===== src/rtl/alien_pkg.sv =====
// Shared constants and types for the alien fire scheduling logic.
package alien_pkg;

   localparam int ROWS          = 4;
   localparam int COLS          = 8;
   localparam int ALIEN_W       = 32;
   localparam int ALIEN_H       = 32;
   localparam int SHOT_X_OFFSET = 15;
   localparam int SHOT_Y_OFFSET = 32;

   // Fibonacci taps 16,14,13,11 expressed as bit positions 15,13,12,10
   localparam logic [15:0] LFSR_TAPS = 16'hB400;

   typedef enum logic [1:0] {
      IDLE,
      PICK,
      SCAN,
      ISSUE
   } fire_state_t;

endpackage


===== src/rtl/lfsr16.sv =====
// 16-bit Fibonacci LFSR; advances one step per enabled clock, holds otherwise.
module lfsr16 #(
   parameter logic [15:0] SEED = 16'hACE1
) (
   input  logic        clk,
   input  logic        resetN,
   input  logic        enable,
   output logic [15:0] lfsr_value
);
   import alien_pkg::*;

   logic [15:0] lfsr_q, lfsr_d;

   always_comb begin
      lfsr_d = lfsr_q;
      if (enable) lfsr_d = {lfsr_q[14:0], ^(lfsr_q & LFSR_TAPS)};
   end

   always_ff @(posedge clk or negedge resetN) begin
      if (!resetN) lfsr_q <= SEED;
      else         lfsr_q <= lfsr_d;
   end

   assign lfsr_value = lfsr_q;

endmodule


===== src/rtl/alien_fire_scheduler.sv =====
// Chooses when and which alien fires: random column, bottom-most live alien,
// gated by a frame cooldown and shot-slot availability.
module alien_fire_scheduler #(
   parameter int          ROWS            = alien_pkg::ROWS,
   parameter int          COLS            = alien_pkg::COLS,
   parameter int          ALIEN_W         = alien_pkg::ALIEN_W,
   parameter int          ALIEN_H         = alien_pkg::ALIEN_H,
   parameter int          SHOT_X_OFFSET   = alien_pkg::SHOT_X_OFFSET,
   parameter int          SHOT_Y_OFFSET   = alien_pkg::SHOT_Y_OFFSET,
   parameter int          COOLDOWN_FRAMES = 45,
   parameter logic [15:0] LFSR_SEED       = 16'hACE1
) (
   input  logic                     clk,
   input  logic                     resetN,
   input  logic                     startOfFrame,
   input  logic                     playGame,
   input  logic [ROWS*COLS-1:0]     aliensAlive,
   input  logic signed [10:0]       gridTopLeftX,
   input  logic signed [10:0]       gridTopLeftY,
   input  logic                     shotSlotFree,
   output logic                     fireReq,
   output logic signed [10:0]       shooterX,
   output logic signed [10:0]       shooterY,
   output logic [$clog2(COLS)-1:0]  shooterCol,
   output logic                     busy
);
   import alien_pkg::*;

   localparam int CB  = $clog2(COLS);
   localparam int RB  = (ROWS > 1) ? $clog2(ROWS) : 1;
   localparam int CDW = (COOLDOWN_FRAMES > 1) ? $clog2(COOLDOWN_FRAMES + 1) : 1;

   localparam logic [RB-1:0]  ROW_LAST   = RB'(ROWS - 1);
   localparam logic [CB:0]    TRIED_LAST = (CB + 1)'(COLS - 1);
   localparam logic [CDW-1:0] CD_RELOAD  = CDW'(COOLDOWN_FRAMES);

   fire_state_t              state_q, state_d;
   logic [CB-1:0]            col_q, col_d;
   logic [RB-1:0]            row_q, row_d;
   logic [CB:0]              tried_q, tried_d;
   logic [ROWS*COLS-1:0]     snap_q, snap_d;
   logic [CDW-1:0]           cooldown_q, cooldown_d;
   logic                     fire_req_q, fire_req_d;
   logic [10:0]              shooter_x_q, shooter_x_d;
   logic [10:0]              shooter_y_q, shooter_y_d;
   logic [CB-1:0]            shooter_col_q, shooter_col_d;

   logic [15:0] lfsr_value;
   logic        unused_lfsr_bits;
   logic        reload;
   logic        hit;
   logic [11:0] x_sum, y_sum;

   lfsr16 #(.SEED(LFSR_SEED)) u_lfsr (
      .clk        (clk),
      .resetN     (resetN),
      .enable     (playGame),
      .lfsr_value (lfsr_value)
   );

   assign unused_lfsr_bits = ^lfsr_value[15:CB];

   // COLS is a power of two, so {row,col} equals row*COLS+col
   assign hit   = snap_q[{row_q, col_q}];
   assign x_sum = {gridTopLeftX[10], gridTopLeftX} + 12'(col_q) * 12'(ALIEN_W) + 12'(SHOT_X_OFFSET);
   assign y_sum = {gridTopLeftY[10], gridTopLeftY} + 12'(row_q) * 12'(ALIEN_H) + 12'(SHOT_Y_OFFSET);

   always_comb begin
      state_d       = state_q;
      col_d         = col_q;
      row_d         = row_q;
      tried_d       = tried_q;
      snap_d        = snap_q;
      fire_req_d    = 1'b0;
      shooter_x_d   = shooter_x_q;
      shooter_y_d   = shooter_y_q;
      shooter_col_d = shooter_col_q;
      reload        = 1'b0;

      case (state_q)
         IDLE: begin
            if (cooldown_q == '0 && shotSlotFree) state_d = PICK;
         end
         PICK: begin
            col_d   = lfsr_value[CB-1:0];
            row_d   = ROW_LAST;
            tried_d = '0;
            snap_d  = aliensAlive;
            state_d = SCAN;
         end
         SCAN: begin
            if (hit) begin
               state_d       = ISSUE;
               shooter_x_d   = x_sum[10:0];
               shooter_y_d   = y_sum[10:0];
               shooter_col_d = col_q;
            end else if (row_q != '0) begin
               row_d = row_q - RB'(1);
            end else begin
               col_d   = col_q + CB'(1);
               row_d   = ROW_LAST;
               tried_d = tried_q + (CB + 1)'(1);
               if (tried_q == TRIED_LAST) begin
                  state_d = IDLE;
                  reload  = 1'b1;
               end
            end
         end
         ISSUE: begin
            if (shotSlotFree) begin
               fire_req_d = 1'b1;
               reload     = 1'b1;
               state_d    = IDLE;
            end
         end
         default: state_d = IDLE;
      endcase

      if (reload)                               cooldown_d = CD_RELOAD;
      else if (startOfFrame && cooldown_q != '0) cooldown_d = cooldown_q - CDW'(1);
      else                                      cooldown_d = cooldown_q;

      // Leaving the game aborts any pick but keeps the last muzzle position visible
      if (!playGame) begin
         state_d       = IDLE;
         fire_req_d    = 1'b0;
         cooldown_d    = CD_RELOAD;
         shooter_x_d   = shooter_x_q;
         shooter_y_d   = shooter_y_q;
         shooter_col_d = shooter_col_q;
      end
   end

   always_ff @(posedge clk or negedge resetN) begin
      if (!resetN) begin
         state_q       <= IDLE;
         col_q         <= '0;
         row_q         <= '0;
         tried_q       <= '0;
         snap_q        <= '0;
         cooldown_q    <= CD_RELOAD;
         fire_req_q    <= 1'b0;
         shooter_x_q   <= '0;
         shooter_y_q   <= '0;
         shooter_col_q <= '0;
      end else begin
         state_q       <= state_d;
         col_q         <= col_d;
         row_q         <= row_d;
         tried_q       <= tried_d;
         snap_q        <= snap_d;
         cooldown_q    <= cooldown_d;
         fire_req_q    <= fire_req_d;
         shooter_x_q   <= shooter_x_d;
         shooter_y_q   <= shooter_y_d;
         shooter_col_q <= shooter_col_d;
      end
   end

   assign fireReq    = fire_req_q;
   assign shooterX   = shooter_x_q;
   assign shooterY   = shooter_y_q;
   assign shooterCol = shooter_col_q;
   assign busy       = (state_q != IDLE);

endmodule


===== config.mk =====
export PLATFORM = sky130hd
export DESIGN_NAME = alien_fire_scheduler
export DESIGN_NICKNAME = d
export VERILOG_FILES = /design/src/rtl/alien_pkg.sv /design/src/rtl/lfsr16.sv /design/src/rtl/alien_fire_scheduler.sv
export SDC_FILE = /design/constraint.sdc
export NUM_CORES = 1
export LEC_CHECK = 0
export BUFFER_PORTS_ARGS = -buffer_cell sky130_fd_sc_hd__buf_4
export CAP_MARGIN = 15
export CORE_MARGIN = 3
export CORE_UTILIZATION = 52
export DETAILED_ROUTE_END_ITERATION = 16
export GPL_TIMING_DRIVEN = 0
export PLACE_DENSITY = 0.78
export SYNTH_ARGS = -nofsm -noshare
export SYNTH_HDL_FRONTEND = slang
export SYNTH_SLANG_ARGS = --single-unit

===== constraint.sdc =====
create_clock -name clk -period 3 [get_ports clk]
set_input_delay 0.6 -clock clk [delete_from_list [all_inputs] [get_ports clk]]
set_output_delay 0.6 -clock clk [all_outputs]
set_load 0.03 [all_outputs]

# ---- Word level (Yosys, flattened, before mapping)
# Cells that the tools add are included.
# Widths: inputs -> output; s select.
dict set report classes {
  eq_ne 11
  n_mux 28
  n_addsub 8
  n_reduce_logical 13
  magnitude_cmp 1
}
# operator count
set op_table {}
lappend op_table {{$mux 6} 3}
lappend op_table {{$mux 2} 8}
lappend op_table {{$reduce_xor 16->1} 1}
lappend op_table {{$add 11x4->11 const B} 1}
lappend op_table {{$add 11x6->11 const B} 1}
lappend op_table {{$add 11x8->11} 1}
lappend op_table {{$add 11x9->11} 1}
lappend op_table {{$mux 4} 2}
lappend op_table {{$ne 4x4->1 const B} 2}
lappend op_table {{$pmux 2 s4} 1}
lappend op_table {{$pmux 4 s2} 1}
lappend op_table {{$mux 1} 7}
lappend op_table {{$logic_not 6->1} 1}
lappend op_table {{$lt 5x6->1 const B} 1}
lappend op_table {{$mux 3} 2}
lappend op_table {{$ne 3x3->1 const B} 2}
lappend op_table {{$pmux 3 s2} 1}
lappend op_table {{$reduce_and 3->1} 2}
lappend op_table {{$reduce_bool 2->1} 3}
lappend op_table {{$reduce_bool 6->1} 1}
lappend op_table {{$sub 6x1->6 const B} 1}
lappend op_table {{$bmux 1 s5} 1}
lappend op_table {{$add 4x1->4 const B} 1}
lappend op_table {{$eq 2x2->1 const B} 2}
lappend op_table {{12 further kinds} 14}
dict set report totals {
  out_inout_bits 27
  regBits 91
  wordCells 72
}

# ---- Longest topological paths before layout
# Gate-level depths: netlist of run 1.
dict set report logic_depth {
  ltp_word 7
  depth_mapped 9
}

# ---- By module
# A second synthesis of run 1 with hierarchy kept.
dict set report hier_totals {
  cells_unflattened 390
  hier_area_um2 4760.8
}
# module area_each_um2 n_inst cells_each
set modules_own_cells {}
lappend modules_own_cells {alien_fire_scheduler 4085.2 1 352}
lappend modules_own_cells {lfsr16 675.6 1 38}

# ---- Worst setup path after synthesis of run 1
# OpenSTA, ideal clock, no wires.
dict set report synth_timing {
  kind {in2reg}
  startpoint {in gridTopLeftX[3]}
  endpoint {reg shooter_x_q[9], in the netlist shooterX[9]}
  arrival_ps 2217
  t_required_ps 2875
  n_path_buf 0
  slack_ps 658
  path_stages 6
  path_cell_list {or4_1 a31o_2 a21oi_1 mux2i_1 o2111ai_1 mux2_4}
}
dict set report synth_between {
  elab_chain_cells 2
}
# element line_no
set synth_rtl {}
lappend synth_rtl {{start: declaration} alien_fire_scheduler.sv:18} ;# input logic signed [10:0] gridTopLeftX,
lappend synth_rtl {{$add 11x9->11} alien_fire_scheduler.sv:65} ;# assign x_sum = {gridTopLeftX[10], gridTopLeftX} + 12'(col_q) * 12'(ALIEN_W) + 12'(SHOT_X_OFFSET);
lappend synth_rtl {{$add 11x4->11} alien_fire_scheduler.sv:65}
lappend synth_rtl {{end signal: assignment} alien_fire_scheduler.sv:154} ;# shooter_x_q <= shooter_x_d;
lappend synth_rtl {{end: declaration} alien_fire_scheduler.sv:44} ;# logic [10:0] shooter_x_q, shooter_x_d;
# No other way between the ends.
# A chain may end at the register's enable or synchronous reset.

# ---- Worst setup path after layout of run 1
dict set report layout_timing {
  startpoint {reg col_q[1]}
  endpoint {reg shooter_x_q[8], in the netlist shooterX[8]}
}
dict set report layout_between {
  elab_chain_cells 3
  elab_cells_between_ends 5
  classes_between {2 x add/sub; 2 x mux; 1 x reduce/logical}
}
# element line_no
set layout_rtl {}
lappend layout_rtl {{start: declaration} alien_fire_scheduler.sv:38} ;# logic [CB-1:0] col_q, col_d;
lappend layout_rtl {{start signal: assignment} alien_fire_scheduler.sv:148} ;# col_q <= col_d;
lappend layout_rtl {{branches (longest 3 deep; another with $add 11x9->11)} -}
# Several ways; the timed one is not identified. The select of a mux whose other input is x is not followed.

==> flow_summary.json, run 1 <==
{
  "status": "finished clean",
  "ant_nets": 0,
  "wl_um": 9610,
  "ios": 86,
  "p_comb_share_pct": 45.0,
  "hold_viol": 0,
  "swShare_pct": 37.4,
  "placedCellCount": 582,
  "power_density_nw_per_um2": 939,
  "numCtsBuffers": 9,
  "groute.usage.overall_pct": 19.6,
  "p_clk_share_pct": 15.3,
  "fin_setup_tns_ns": 0,
  "fin_crit_ns": 2.52,
  "gp_congestion": 0.822,
  "die-area_um2": 10300,
  "wire_per_inst_um": 16.0,
  "vdd_drop_max_uv": 456,
  "clockBufferDepth": 2,
  "crit_family": "compound AO/OA/AOI/OAI gates",
  "cpPeakStageDelay_ns": 0.43,
  "grt_antenna_before_repair": 0,
  "drc": 0,
  "period_share_pct": 83.8,
  "synth-main-ff-cell": "dfrtp_1",
  "grt_max_degree": 92,
  "regToRegStartpoint": "col_q[1]",
  "overflow": 0,
  "start_kind": "flop",
  "ys_warn_count": 0,
  "synth_sequential_area_ratio_pct": 48.4,
  "critPathSlowestCell": "dfrtp_1",
  "fin_ws_ns": 0.485,
  "instances_no_fill": 599,
  "finalSetupViolations": 0,
  "crit_type": "reg -> reg",
  "clkTransAtPathRegs_ns": 0.11,
  "power_switching_mw": 2.01,
  "initialDrtViolationCount": 136,
  "diodes": 0,
  "hold_class": "in -> async",
  "rows": 34,
  "die_w_um": 101,
  "layout-drive-gt1-share_pct": 39.9,
  "fmax_mhz": 398,
  "p_int_mw": 3.36,
  "power.total_mw": 5.38,
  "grt_pass1_wl_um": 16000,
  "worstPathRequired_ns": 3.23,
  "syn_area_um2": 4730,
  "hold_buffers": 0,
  "most-common-layout-cells": "buf_4, dfrtp_1, mux2_2",
  "pre_cts_ws_ns": 0.403,
  "maxSlewHeadroom_pct": 53.8,
  "root_buffer": "clkbuf_8",
  "syn_to_final_growth_pct": 21.0,
  "crit_start": "col_q[1]",
  "p_seq_share_pct": 39.7,
  "die_y_um": 101,
  "synth_nets": 467,
  "cts_resized": 0,
  "rsz0062_at_grt": "false",
  "path_cells": "buf_6 -> mux2i_1 -> a22oi_1 -> and3_1 -> a31oi_2 -> a21o_1 -> buf_6 -> buf_6 -> mux2_4",
  "fin_nets": 564,
  "grt_pass1_vias": 3418,
  "max-cap-violations": 0,
  "cts_tree": "yes",
  "async_flop_share_pct": 100,
  "clk_latency_ns": 0.36,
  "tightest_slew_ns": 0.687,
  "core_area_um2": 8760,
  "clock_sinks": 91,
  "synth-seq-cells": 91,
  "cts_setup_buffers": 0,
  "cp_max_fo": 10,
  "slew_viol_final": 0,
  "crit_buf_inv": 3,
  "cts_max_level": 3,
  "fin_skew_ns": 0.0238,
  "arrival_ns": 2.75,
  "port_buffers": 85,
  "p_leak_nw": 2.75,
  "synth_edf_count": 0,
  "crit_top_cell": "buf_6",
  "avgSynthCellArea_um2": 12.2,
  "final_common_cell": "buf_4",
  "end_kind": "flop",
  "synth.distinct_cells": 57,
  "dp_hpwl_um": 7100,
  "first_pass_iters": 4,
  "vias_per_cell": 5.53,
  "netlist_instances": 389,
  "vias": 3315,
  "initial_utilization_pct": 54.0
}
[power by group through the flow]
stage / Sequential (mW) / Clock (mW) / Combinational [mW]
6_report: 2.13 / 0.823 / 2.42
5_1_grt: 2.21 / 0.891 / 2.62
4_1_cts: 2.14 / 0.836 / 2.43
3_5_place_dp: 2.16 / 0 / 2.42
3_3_place_gp: 2.12 / 0 / 2.35
2_1_floorplan: 2.34 / 0 / 1.49
[cell families (layout without fill, tap and decap cells)]
kind of cell    after synthesis  after routing  share of synthesized area, %
mux                          91             91                          22.4
flops                        91             91                          48.4
simple gates                 82             82                          9.31
compound gates               50             50                          7.62
buf+inv                      39            141                          3.86
fa+ha+maj                    19             19                          5.18
xor+xnor                     17             17                          3.15
[synth_stat cells, types with 2 or more instances]
library cell | instances | area, um^2
a31o_2 | 3 | 26.3
nor3b_1 | 2 | 15.0
dfrtp_1 | 79 | 1980
a21o_1 | 2 | 15.0
a31oi_2 | 2 | 25.0
nand4_1 | 3 | 18.8
a21oi_1 | 7 | 35.0
xor2_1 | 2 | 17.5
or4_1 | 2 | 15.0
ha_1 | 18 | 225
buf_6 | 4 | 45.0
o2111ai_1 | 2 | 17.5
nor2_1 | 11 | 41.3
and2_1 | 2 | 12.5
nand3_1 | 11 | 55.1
mux2i_1 | 21 | 210
xnor2_1 | 15 | 131
a31oi_1 | 2 | 12.5
mux2_4 | 17 | 255
dfstp_2 | 12 | 315
o22ai_1 | 3 | 18.8
o21ai_0 | 6 | 30.0
nor4_1 | 2 | 12.5
clkbuf_1 | 9 | 33.8
inv_1 | 21 | 78.8
mux2_2 | 53 | 597
or3_1 | 3 | 18.8
a211oi_1 | 9 | 67.6
buf_2 | 2 | 10.0
nand2b_1 | 2 | 12.5
and3_1 | 13 | 81.3
nand2_1 | 20 | 75.1
nor3_1 | 2 | 10.0
a22oi_1 | 4 | 30.0
[layer usage]
metal / vias up / GRT usage (%) / wire [um] / part of all wire, %
li1: 1595 / - / - / -
met1: 1631 / 24.8 / 4150 / 43
met2: 77 / 34.1 / 4800 / 50
met3: 12 / 4.48 / 541 / 5.6
met4: 0 / 4.40 / 121 / 1.3
met5: - / 0 / 0 / 0
[final timing paths]
kind / depth (start not counted) / end / slack (ns)
worst max-delay path: 9 / shooterX[8] / 0.48
worst min-delay path: 1 / shooterY[4] / 0.18
worst max register to register: 9 / shooterX[8] / 0.48
worst min register to register: 1 / snap_q[1] / 0.51
max in group asynchronous: 2 / u_lfsr.lfsr_value[5] / 2.10
min in group clk: 2 / shooterY[3] / 0.46
[registers in the layout (all words and copies together) (netlist names)]
signal,flops
snap_q,32
u_lfsr.lfsr_value,16
shooterX,11
shooterY,11
cooldown_q,6
tried_q,4
col_q,3
shooterCol,3
row_q,2
state_q,2
fireReq,1
[final cells by class]
class                      count  area [um^2]
tap                          108          135
sequential                    91         2290
clock buffer                  10          128
inverter                      22         82.6
multi-input combinational    259         2260
timing repair buffer          86          666
buffer                        17          100
fill                         703         3040
clock inverter                 6         66.3
[per-stage QoR]
| step | area, um^2 | hold slack [ns] | utilization [%] |
|---|---|---|---|
| floorplan | 4730 | 0.304 | - |
| finish | 5730 | 0.184 | 65.3 |
| global route | 5730 | 0.207 | 65.3 |
| global placement | 5510 | 0.484 | 62.8 |
| detailed placement | 5510 | 0.494 | 62.8 |
| CTS | 5700 | 0.450 | 65.0 |
Power figures use the tool's default switching activity.
==> run 2: changes to the inputs <==
==> constraint.sdc (replaced) <==
create_clock -name clk -period 2.63 [get_ports clk]
set_input_delay 0.526 -clock clk [delete_from_list [all_inputs] [get_ports clk]]
set_output_delay 0.526 -clock clk [all_outputs]
set_load 0.03 [all_outputs]
==> run 2 against run 1 <==
Clock power increased by 14%. Clock-buffer cell count unchanged. Total power increased by 14%. Sequential power increased by 15%. Register-to-register slack got worse by 0.37 ns. Cell count unchanged. Flip-flop and latch count unchanged. Non-clock buffer count unchanged. Design area unchanged. Core utilization unchanged. Via count increased by 0.12%. Largest power group unchanged.
==> flow_summary.json, run 2 (synthesis results as in run 1) <==
{
  "arrival_ns": 2.75,
  "p_int_mw": 3.84,
  "grt_max_degree": 92,
  "placedCellCount": 582,
  "p_seq_share_pct": 39.8,
  "fin_crit_ns": 2.52,
  "instances_no_fill": 599,
  "crit_buf_inv": 3,
  "groute.usage.overall_pct": 19.6,
  "fin_skew_ns": 0.0238,
  "cts_max_level": 3,
  "ios": 86,
  "swShare_pct": 37.4,
  "clk_latency_ns": 0.36,
  "crit_type": "reg -> reg",
  "die_y_um": 101,
  "layout-drive-gt1-share_pct": 40.1,
  "cts_tree": "yes",
  "power_switching_mw": 2.29,
  "grt_pass1_wl_um": 16000,
  "max-cap-violations": 0,
  "crit_top_cell": "buf_6",
  "cp_max_fo": 10,
  "diodes": 0,
  "grt_antenna_before_repair": 0,
  "die_w_um": 101,
  "port_buffers": 85,
  "hold_viol": 0,
  "largest_register_ff_count": 32,
  "status": "finished clean",
  "fmax_mhz": 397,
  "core_area_um2": 8760,
  "tightest_slew_ns": 0.687,
  "p_comb_share_pct": 45.0,
  "largest_register": "snap_q",
  "wl_um": 9620,
  "period_share_pct": 95.7,
  "initial_utilization_pct": 54.0,
  "rsz0062_at_grt": "false",
  "grt_pass1_vias": 3418,
  "cpPeakStageDelay_ns": 0.43,
  "die-area_um2": 10300,
  "vias_per_cell": 5.54,
  "rows": 34,
  "critPathSlowestCell": "dfrtp_1",
  "most-common-layout-cells": "buf_4, dfrtp_1, mux2_2",
  "vias": 3319,
  "path_cells": "buf_6 -> mux2i_1 -> a211oi_1 -> and3_1 -> a31oi_2 -> a21o_1 -> buf_6 -> buf_6 -> mux2_4",
  "p_clk_share_pct": 15.3,
  "worstPathRequired_ns": 2.86,
  "vdd_drop_max_uv": 519,
  "cts_resized": 0,
  "fin_setup_tns_ns": 0,
  "clockBufferDepth": 2,
  "dp_hpwl_um": 7100,
  "first_pass_iters": 4,
  "gp_congestion": 0.822,
  "fin_nets": 564,
  "wire_per_inst_um": 16.1,
  "hold_class": "in -> async",
  "syn_to_final_growth_pct": 21.0,
  "cts_setup_buffers": 0,
  "start_kind": "flop",
  "finalSetupViolations": 0,
  "hold_buffers": 0,
  "initialDrtViolationCount": 137,
  "end_kind": "flop",
  "clock_sinks": 91,
  "power_density_nw_per_um2": 1070,
  "drc": 0,
  "slew_viol_final": 0,
  "clkTransAtPathRegs_ns": 0.11,
  "crit_family": "compound AO/OA/AOI/OAI gates",
  "final_common_cell": "buf_4",
  "maxSlewHeadroom_pct": 53.8,
  "ant_nets": 0,
  "root_buffer": "clkbuf_8",
  "p_leak_nw": 2.75,
  "numCtsBuffers": 9,
  "overflow": 0
}
-- run 2: power by group through the flow --
stage	clock [mW]	sequential [mW]	combinational, mW
5_1_grt	1.02	2.52	2.99
2_1_floorplan	0	2.67	1.70
3_3_place_gp	0	2.42	2.68
6_report	0.937	2.44	2.75
3_5_place_dp	0	2.47	2.76
4_1_cts	0.953	2.44	2.77
-- run 2: worst register-to-register path: stages, from the launching register on --
cell and delay, ns:
dfrtp_1 0.43, buf_6 0.20, mux2i_1 0.26, a211oi_1 0.10
and3_1 0.20, a31oi_2 0.38, a21o_1 0.20, buf_6 0.14
buf_6 0.19, mux2_4 0.31
-- run 2: path summary, 6_finish.rpt --
kind | start | end | slack, ns | cells after the start
worst max-delay path | col_q[1] | shooterX[8] | 0.11 | 9
worst min-delay path | resetN | shooterY[4] | 0.11 | 1
worst max register to register | col_q[1] | shooterX[8] | 0.11 | 9
worst min register to register | snap_q[1] | snap_q[1] | 0.51 | 1
max in group asynchronous | resetN | u_lfsr.lfsr_value[5] | 1.81 | 2
min in group clk | gridTopLeftY[3] | shooterY[3] | 0.38 | 2
-- run 2: cell type report --
type | count | area (um^2)
Clock buffer | 10 | 128
Fill cell | 703 | 3040
Tap cell | 108 | 135
Buffer | 17 | 100
Inverter | 22 | 82.6
Clock inverter | 6 | 66.3
Multi-Input combinational cell | 259 | 2260
Timing Repair Buffer | 86 | 666
Sequential cell | 91 | 2290
-- run 2: metrics by stage --
step	hold slack [ns]	util [%]	instance area [um^2]	power, mW	worst slack [ns]
after floorplan	0.230	-	4730	4.37	0.362
after global placement	0.484	62.8	5510	5.10	0.135
after detailed placement	0.494	62.8	5510	5.22	0.107
after CTS	0.376	65.0	5700	6.17	0.131
after global routing	0.133	65.3	5730	6.53	0.00877
final	0.111	65.3	5730	6.13	0.114
-- run 2: per-layer routing --
layer / track usage [%] / routed length (um) / vias up
met3: 4.48 / 555 / 11
met1: 24.8 / 4110 / 1628
li1: - / - / 1593
met5: 0 / 0 / -
met2: 34.1 / 4830 / 87
met4: 4.40 / 117 / 0
